### src/rtl/radix4_div24.sv
// Sequential 24-bit signed/unsigned radix-4 restoring divider, two quotient bits per clock.
// Optional macro RADIX4_DIV24_ZERO_FAST_EN: zero divisor bypasses CALC/FIXUP (IDLE -> DONE).
module radix4_div24 (
    input  logic        clk,
    input  logic        rst,
    input  logic        signedFlag,
    input  logic [23:0] dividend,
    input  logic [23:0] divisor,
    input  logic        inValid,
    output logic        inReady,
    output logic [23:0] quotient,
    output logic [23:0] remainder,
    output logic        divZero,
    output logic        outValid,
    input  logic        outReady
);

    localparam int unsigned W    = 24;
    localparam int unsigned PRW  = 26;
    localparam int unsigned CW   = 4;
    localparam int unsigned ITER = 12;

    typedef enum logic [1:0] {IDLE, CALC, FIXUP, DONE} state_t;

    state_t           state, state_nx;
    logic [CW-1:0]    cnt;
    logic [PRW-1:0]   pr;
    logic [W-1:0]     q_acc;
    logic [W-1:0]     dvd_sh;
    logic [W-1:0]     dvs_mag;
    logic [W-1:0]     raw_dvd;
    logic             neg_q;
    logic             neg_r;
    logic             dz;

    logic             accept_c, calc_c, fixup_c, release_c, zero_fast_c;
    logic             neg_dvd_c, neg_dvs_c;
    logic [W-1:0]     dvd_mag_c, dvs_mag_c;
    logic [PRW:0]     pr_sh_c, d1_c, d2_c, d3_c, sub_c;
    logic [1:0]       digit_c;
    logic [PRW-1:0]   pr_nx_c;
    logic [W-1:0]     q_fix_c, r_fix_c;

`ifdef RADIX4_DIV24_ZERO_FAST_EN
    assign zero_fast_c = (divisor == '0);
`else
    assign zero_fast_c = 1'b0;
`endif

    // State register
    always_ff @(posedge clk) begin
        if (rst) state <= IDLE;
        else     state <= state_nx;
    end

    // Next-state logic
    always_comb begin
        state_nx = state;
        case (state)
            IDLE:    if (inValid) state_nx = zero_fast_c ? DONE : CALC;
            CALC:    if (cnt == CW'(ITER - 1)) state_nx = FIXUP;
            FIXUP:   state_nx = DONE;
            DONE:    if (outReady) state_nx = IDLE;
            default: state_nx = IDLE;
        endcase
    end

    // Control strobes decoded from the registered state
    always_comb begin
        inReady   = 1'b0;
        accept_c  = 1'b0;
        calc_c    = 1'b0;
        fixup_c   = 1'b0;
        release_c = 1'b0;
        inReady   = (state == IDLE) && !rst;
        accept_c  = inReady && inValid;
        calc_c    = (state == CALC);
        fixup_c   = (state == FIXUP);
        release_c = (state == DONE) && outReady;
    end

    // Operand magnitudes and result sign rules (remainder follows dividend)
    always_comb begin
        neg_dvd_c = signedFlag & dividend[W-1];
        neg_dvs_c = signedFlag & divisor[W-1];
        dvd_mag_c = neg_dvd_c ? -dividend : dividend;
        dvs_mag_c = neg_dvs_c ? -divisor  : divisor;
    end

    // One radix-4 digit: largest k in 0..3 with k*d <= shifted PR
    always_comb begin
        pr_sh_c = (PRW+1)'({pr, dvd_sh[W-1 -: 2]});
        d1_c    = (PRW+1)'(dvs_mag);
        d2_c    = d1_c << 1;
        d3_c    = d1_c + d2_c;
        digit_c = 2'd0;
        sub_c   = '0;
        if (pr_sh_c >= d3_c) begin
            digit_c = 2'd3;
            sub_c   = d3_c;
        end else if (pr_sh_c >= d2_c) begin
            digit_c = 2'd2;
            sub_c   = d2_c;
        end else if (pr_sh_c >= d1_c) begin
            digit_c = 2'd1;
            sub_c   = d1_c;
        end
        pr_nx_c = PRW'(pr_sh_c - sub_c);
    end

    always_comb begin
        q_fix_c = neg_q ? -q_acc : q_acc;
        r_fix_c = neg_r ? -pr[W-1:0] : pr[W-1:0];
    end

    // Datapath and registered outputs
    always_ff @(posedge clk) begin
        if (rst) begin
            cnt       <= '0;
            pr        <= '0;
            q_acc     <= '0;
            dvd_sh    <= '0;
            dvs_mag   <= '0;
            raw_dvd   <= '0;
            neg_q     <= 1'b0;
            neg_r     <= 1'b0;
            dz        <= 1'b0;
            quotient  <= '0;
            remainder <= '0;
            divZero   <= 1'b0;
            outValid  <= 1'b0;
        end else begin
            if (accept_c) begin
                cnt     <= '0;
                pr      <= '0;
                q_acc   <= '0;
                dvd_sh  <= dvd_mag_c;
                dvs_mag <= dvs_mag_c;
                raw_dvd <= dividend;
                neg_q   <= neg_dvd_c ^ neg_dvs_c;
                neg_r   <= neg_dvd_c;
                dz      <= (divisor == '0);
                if (zero_fast_c) begin
                    quotient  <= '1;
                    remainder <= dividend;
                    divZero   <= 1'b1;
                    outValid  <= 1'b1;
                end
            end
            if (calc_c) begin
                pr     <= pr_nx_c;
                q_acc  <= {q_acc[W-3:0], digit_c};
                dvd_sh <= dvd_sh << 2;
                cnt    <= cnt + CW'(1);
            end
            if (fixup_c) begin
                quotient  <= dz ? '1 : q_fix_c;
                remainder <= dz ? raw_dvd : r_fix_c;
                divZero   <= dz;
                outValid  <= 1'b1;
            end
            if (release_c) outValid <= 1'b0;
        end
    end

endmodule

### config.mk
export PLATFORM = sky130hd
export DESIGN_NAME = radix4_div24
export DESIGN_NICKNAME = d
export VERILOG_FILES = /design/src/rtl/radix4_div24.sv
export SDC_FILE = /design/constraint.sdc
export NUM_CORES = 1
export LEC_CHECK = 0
export ABC_CLOCK_PERIOD_IN_PS = 9500
export BUFFER_PORTS_ARGS = -buffer_cell sky130_fd_sc_hd__clkbuf_2
export CAP_MARGIN = 40
export CORE_MARGIN = 10
export CORE_UTILIZATION = 60
export CTS_BUF_LIST = sky130_fd_sc_hd__clkbuf_8 sky130_fd_sc_hd__clkbuf_16
export CTS_CLUSTER_DIAMETER = 40
export DETAILED_ROUTE_END_ITERATION = 10
export HOLD_SLACK_MARGIN = 0.12
export PLACE_DENSITY = 0.8
export SKIP_LAST_GASP = 1
export SYNTH_ARGS = -nofsm -noshare
export SYNTH_HDL_FRONTEND = slang
export SYNTH_SLANG_ARGS = --single-unit
### constraint.sdc
create_clock -name clk -period 9.5 [get_ports clk]
set_clock_uncertainty 0.15 [all_clocks]
set_input_delay 0 -clock clk [delete_from_list [all_inputs] [get_ports clk]]
set_output_delay 0 -clock clk [all_outputs]
set_load 0.1 [all_outputs]
Yosys cells after proc, flatten, opt, wreduce, memory -nomap -nowiden:

Cells that the tools add are included.

* word-level logic and storage cells: 69
* register bits after elaboration: 180
* input port bits: 53
* output and inout bits: 51

* bitwise gates (word level): 3
* $lt $le $gt $ge: 3
* equal/unequal tests: 7
* reduce and logical (&&, ||, !) cells: 10
* add/subtract/negate cells: 7
* mux-type cells: 24

Operator list (number)
* 24-bit two-way mux: 11
* 25-bit two-way mux: 4
* 24-bit negator: 4
* 27-bit by 24-bit greater-or-equal comparator with 1-bit output: 1
* 27-bit by 25-bit greater-or-equal comparator with 1-bit output: 1
* 27-bit by 26-bit greater-or-equal comparator with 1-bit output: 1
* 24-bit by 25-bit adder with 26-bit output: 1
* 25-bit subtractor: 1
* 24-bit zero test: 1
* 2-bit two-way mux: 5
* 4-bit two-way mux: 2
* 2-bit one-hot mux with 4 select lines: 1
* 4-bit by 1-bit adder with 4-bit output (second input constant): 1
* 2-bit equality test (second input constant): 2
* 4-bit equality test (second input constant): 1
* 2-bit != test (second input constant): 2
* 2-bit OR reduction: 2
* 1-bit logical AND: 3
* 3-bit AND reduction: 1
* 1-bit bitwise AND: 2
* 2-bit by 1-bit equality test with 1-bit output (second input constant): 1
* 2-bit zero test: 1
* 2-bit by 1-bit != test with 1-bit output (second input constant): 1
* 2-bit nonzero test: 1
* 3 further kinds: 3

Logic depth before layout (Yosys ltp):

Gate-level depths: netlist (run 1).

* word-level depth: 6
* gate-level depth with buffers: 33
* gate-level depth less buffers: 31

Worst setup path before layout (run 1):

Ideal clock, no wire load.

* path kind: reg2reg
* from: register dvs_mag[1]
* to: register pr[19]
* library setup time: 128 ps
* path slack: 2849 ps
* clock period less this slack: 6651 ps
* required time: 9222 ps
* arrival: 6373 ps
* stages on the path, launching flop included: 31
* path through: dfxtp_1 -> ha_1 -> inv_1 -> fa_1 -> nor2b_1 -> o21a_1 -> o21ai_1 -> a21oi_1 -> o41ai_1 -> a211oi_1 -> o31ai_1 -> xnor2_1 -> ha_1 -> nand4b_1 -> or2_1 -> or4_1 -> o31a_1 -> inv_1 -> buf_2 -> buf_1 -> a21o_1 -> ha_1 -> a21o_1 -> a21oi_1 -> nor3b_1 -> a21oi_1 -> a2111o_1 -> a21o_1 -> a211o_1 -> a32oi_1 -> nor2_1

* word-level cells in the longest chain between the ends: 6
* elaborated cells between the ends (all ways): 9
* those cells by class: 2 x add/sub; 3 x order compare; 4 x mux

Ends and longest elaborated chain
* start, declared: line 30 `logic [W-1:0] dvs_mag;`
* start signal, assigned: line 138 `dvs_mag <= dvs_mag_c;`
* branches (longest 3 deep; another with 27-bit by 26-bit greater-or-equal comparator with 1-bit output)
* 25-bit two-way mux *: line 98 `if (pr_sh_c >= d3_c) begin`
* 25-bit subtractor *: line 108 `pr_nx_c = PRW'(pr_sh_c - sub_c);`
* 25-bit two-way mux *: line 150 `if (calc_c) begin`
* end signal, assigned: line 151 `pr <= pr_nx_c;`
* end, declared: line 27 `logic [PRW-1:0] pr;`

Every way passes the cells marked *.
A chain may end at the register's enable or synchronous reset.

Final worst setup path (run 1):

* from: register dvs_mag[2]
* to: register pr[24]

Same word-level chain as after synthesis.

==> impl_metrics.ini, run 1 <==
[outcome]
status = completed

[finish]
drive_gt1_share_pct = 9.412
layout_commonest_cell = nor2_1
final_cell_mix = nor2_1 (181), dfxtp_1 (180), nand2_1 (153)
final_util_pct = 70.67
synthToLayoutAreaGrowth_pct = 15.34
final_nets = 1959
fin_cells = 2061

[setup_path]
cp-start-kind = register
slowest_delay_ns = 0.58
crit_path_end_kind = register
timing.critical_path.slowest_stage_cell = o41ai_1
arrival_ns = 8.02
r2r_start = dvs_mag[2]
worstSetupStartpoint = dvs_mag[2]
required_ns = 9.70
crit_type = register to register
cp_max_fo = 15

[floorplan]
core_um2 = 21090
chipWidth_um = 166.8
initial_core_util_pct = 61.27
dieArea_um2 = 27810
io_pins = 104
rows = 53
die_height_um = 166.8

[synthesis]
netlist_area_um2 = 12920
ys_seq_elements = 180
synth_warnings = 0
postSynthAreaPerCell_um2 = 7.826
syn_nets = 1838
synthArstFlopShare_pct = 0
synth.distinct_cells = 68
synth-edff-count = 0
syn_inst = 1651
synthFlopType = dfxtp_1
seq_area_frac_synth_pct = 27.89

[sta]
final-max-slew-violation-count = 0
fin_crit_sh_pct = 82.34
period_minus_slack_ns = 7.822
fmax_mhz = 127.8
maxSlewHeadroom_pct = 36.29
setup_tns_ns = 0
rsz0062_at_grt = false
setup_viol = 0
finalHoldViolCount = 0
tightest_slew_ns = 0.9484

[cts]
cts_resized = 0
htree_levels = 4
clockBufferDepth = 2
tritoncts.num_buffers = 17
clkTransAtPathRegs_ns = 0.08
insertion_delay_ns = 0.44
hold_buffers = 71
cts-root-buf = clkbuf_16
cts_tree = yes
cts_sinks = 180
postCtsSetupBuffers = 0

[drt]
wl_met3_um = 2944
vias_per_cell = 6.200
routedLengthMet1_um = 16510
top_layer = met4
num_vias = 12778
dr_wl_met2_um = 17680
dr.pass1.iters = 7
ant_nets = 0
wl_per_cell_um = 18.56
drc = 0
drt_iter0_drc = 1087
wl_um = 38260

[job]
maxCapViolations = 0

[placed_design]
placed_cells = 1957
gp_congestion = 1.016
portBuffers = 103
dpl.hpwl_um = 26450

[min_path]
hp-start = outReady
hp-class = input pin to register

[power_and_ir_drop]
vdd_drop_max_v = 0.0001515
p_per_area_nw_per_um2 = 337.6
p_leak_nw = 6.540

[grt]
grt_pass1_vias = 12165
antenna_found_initial = 2
grt_pass1_wl_um = 61980
gr-usage-all-layers_pct = 26.34
grt-ovfl-total = 0
grt_max_degree = 91
path summary, 6_finish.rpt:
check	depth (start not counted)	slack [ns]	end
max reg2reg	28	1.68	pr[24]
min reg2reg	2	0.31	raw_dvd[15]
min	3	0.21	outValid
max	28	1.68	pr[24]
registers in the layout (all words and copies together) (netlist names):
signal,count
neg_q,1
dvs_mag,24
quotient,24
outValid,1
divZero,1
state,2
cnt,4
remainder,24
pr,25
dvd_sh,24
raw_dvd,24
q_acc,24
neg_r,1
dz,1
routing by layer:
layer  global-route usage, %  up-vias
met3                   6.496       90
li1                        -     6237
met4                   10.19        0
met1                   32.33     5989
met5                       0        -
met2                   43.47      462
critical path: cells and delay by family (launching register included):
family,cells,cell delay [ns]
buf+inv,2,0.66
flops,1,0.46
compound gates,17,4.03
fa+ha+maj,3,0.95
xor+xnor,2,0.38
simple gates,4,1.10
per-stage QoR:
stage                     power [mW]  setup WS (ns)  area (um2)  hold slack [ns]
after floorplan                3.562          2.849       12920         -0.05057
after global placement         4.148          2.111       13550          0.07252
after detailed placement       4.233          1.868       13610          0.08517
after CTS                      4.982          1.850       14900           0.1897
after global routing           5.424          1.113       14900           0.2056
final                          5.031          1.678       14900           0.2090
power breakdown:
group          switching, mW  total [mW]  leakage, nW  internal (mW)
registers              0.210        1.13         1.47          0.920
clock network          0.351       0.703        0.283          0.352
logic                   2.02        3.20         4.79           1.18
total                   2.58        5.03         6.54           2.45
cell type report:
cell class	instances	area, um2
Sequential cell	180	3603
Clock inverter	15	151.4
Antenna cell	1	2.502
Clock buffer	17	425.4
Tap cell	275	344.1
Multi-Input combinational cell	1324	8773
Fill cell	1655	6185
Timing Repair Buffer	189	1378
Inverter	60	225.2
synth_stat cells (all sizes together), types with 10 or more instances:
cell type | count | area [um2]
o41ai | 10 | 95.10
nand2 | 154 | 578.1
a21oi | 137 | 685.7
ha | 132 | 1652
a221oi | 24 | 210.2
o211ai | 10 | 75.07
o31ai | 28 | 220.2
nor3 | 22 | 110.1
buf | 21 | 86.33
dfxtp | 180 | 3603
clkbuf | 66 | 247.7
o21a | 17 | 127.6
inv | 59 | 221.5
a21o | 46 | 345.3
nor2 | 181 | 679.4
or3 | 17 | 111.4
nand3 | 31 | 155.2
xnor2 | 66 | 578.1
or4 | 10 | 86.33
nor2b | 15 | 93.84
a31oi | 14 | 87.58
o22ai | 23 | 143.9
a211oi | 29 | 217.7
xor2 | 51 | 446.7
mux2i | 26 | 260.3
and3 | 41 | 256.5
nand2b | 17 | 106.4
nor4 | 12 | 81.33
o21ai | 129 | 645.6
cells by family after synthesis:
kind of cell	count (synthesis)	share of synthesized area [%]
simple gates	534	19.35
compound gates	512	25.23
flops	180	27.89
buf+inv	147	4.328
fa+ha+maj	134	13.09
xor+xnor	118	8.105
mux	26	2.014
Power figures use the tool's default switching activity.
==> inputs of run 2 (changes only) <==
Settings changed: ABC_CLOCK_PERIOD_IN_PS 9500 to 8100.
Clock period 9.5 ns to 8.1 ns, I/O delays scaled along.
==> run 2 against run 1 <==
  * Count of clock-buffer cells in the layout is the same
  * Total power increased by 18%
  * First-iteration DRC count rose by 15%
  * Routed wire length up 2.2%
  * Critical path type unchanged
  * Largest power group unchanged
==> impl_metrics.ini, run 2 (synthesis results as in run 1) <==
[finish]
largest_reg_flops = 25
final_cell_mix = nor2_1 (181), dfxtp_1 (180), nand2_1 (153)
final_util_pct = 71.21
fillers = 1699
synthToLayoutAreaGrowth_pct = 16.21
layout_commonest_cell = nor2_1
drive_gt1_share_pct = 9.749
largest-register = pr
seq_area_um2 = 3603
diodes = 0
postLayoutCellArea_um2 = 15020
final_nets = 1969
multi_input_area_um2 = 8781

[power_and_ir_drop]
switching_power_mw = 3.036
vdd_drop_max_v = 0.0002384
power.internal_mw = 2.903
pwr-share-seq_pct = 22.3
p_clk_share_pct = 13.8
combPwrFrac_pct = 63.9
total_power_mw = 5.939
p_leak_nw = 6.606
p_per_area_nw_per_um2 = 395.5
switching_share_pct = 51.12

[setup_path]
required_ns = 8.31
r2r_start = dvs_mag[0]
timing.critical_path.slowest_stage_cell = or4_1
timing.rr.end = pr[24]
crit_path_end_kind = register
cp_max_fo = 24
critPathCapture = pr[24]
r2r_slack_ns = 0.56
arrival_ns = 7.75
cp-start-kind = register
slowest_delay_ns = 0.52
worstSetupStartpoint = dvs_mag[0]
crit_type = register to register
r2r_cells = 30

[drt]
num_vias = 12902
vias_per_cell = 6.233
ant_nets = 0
drc = 0
wl_per_cell_um = 18.89
wl_um = 39100
dr.pass1.iters = 5
drt_iter0_drc = 1247

[placed_design]
portBuffers = 103
dpl.hpwl_um = 27380
gp_congestion = 1.003
dpl_cell_area_um2 = 13670

[floorplan]
io_pins = 104
die_height_um = 166.8
rows = 53
initial_core_util_pct = 61.27
chipWidth_um = 166.8
core_um2 = 21090
dieArea_um2 = 27810

[sta]
holdWs_ns = 0.1647
final-max-slew-violation-count = 0
finalHoldViolCount = 0
setup_viol = 0
maxSlewHeadroom_pct = 39.97
period_minus_slack_ns = 7.539
rsz0062_at_grt = false
fin_crit_sh_pct = 93.07
tightest_slew_ns = 0.9004
fmax_mhz = 132.7
setup_tns_ns = 0

[cts]
cts_sinks = 180
cts_tree = yes
clkTransAtPathRegs_ns = 0.07
cts-root-buf = clkbuf_16
htree_levels = 4
postCtsSetupBuffers = 0
clockBufferDepth = 2
insertion_delay_ns = 0.44
tritoncts.num_buffers = 17

[grt]
gr-usage-all-layers_pct = 27.11
grt-ovfl-total = 0
grt_pass1_wl_um = 63230
grt_max_degree = 89
antenna_found_initial = 0
grt_pass1_vias = 12188

[job]
maxCapViolations = 0

[outcome]
status = completed

[min_path]
hp-class = input pin to register
-- run 2: routing by layer --
layer | up-vias | global-route usage (%) | part of all wire [%]
met3 | 76 | 5.672 | 8.4
met4 | 0 | 8.553 | 2.7
met2 | 495 | 44.84 | 47
met5 | - | 0 | 0
met1 | 6081 | 34.49 | 42
li1 | 6250 | - | -
-- run 2: repair_timing --
item                                   CTS  global route
endpoints found under the hold margin  136             0
setup endpoints to repair                0            10
hold buffers                            76             0
gates resized for setup                  0             2
-- run 2: critical path: cells and delay by family (launching register included) --
family	cells	cell delay [ns]
AO/OA/AOI/OAI	17	3.48
adder cells (fa/ha/maj)	4	1.28
AND/OR/NAND/NOR	4	1.08
buffers and inverters	3	0.63
flip-flops	1	0.45
XOR/XNOR	2	0.41
-- run 2: cell type report --
class	count	area share (%)
clock buffer	17	2.833
clock inverter	15	1.017
inverter	60	1.525
multi-input combinational	1324	58.48
sequential	180	24.00
tap	275	2.291
timing repair buffer	199	9.857
-- run 2: metrics by stage --
step	std cells	setup WS [ns]
3_5_place_dp	1962	0.4463
6_report	2070	0.5613
5_1_grt	2070	0.001457
3_3_place_gp	1958	0.7015
2_1_floorplan	1651	1.449
4_1_cts	2070	0.3780
-- run 2: how the worst min path moves through the flow --
stage | start | to | cells past startpoint | slack [ns]
global route | outReady | outValid | 3 | 0.17
global placement | outReady | outValid | 2 | 0.07
detailed placement | outReady | outValid | 2 | 0.08
floorplan | outReady | outValid | 1 | -0.05
finish | outReady | outValid | 3 | 0.16
CTS | outReady | outValid | 3 | 0.16
-- run 2: power by group through the flow --
stage          registers (mW)  logic, mW  clock network, mW
5_1_grt                  1.34       4.18              0.862
2_1_floorplan            1.69       2.49                  0
3_3_place_gp             1.32       3.54                  0
4_1_cts                  1.31       3.73              0.830
3_5_place_dp             1.33       3.65                  0
6_report                 1.32       3.79              0.821
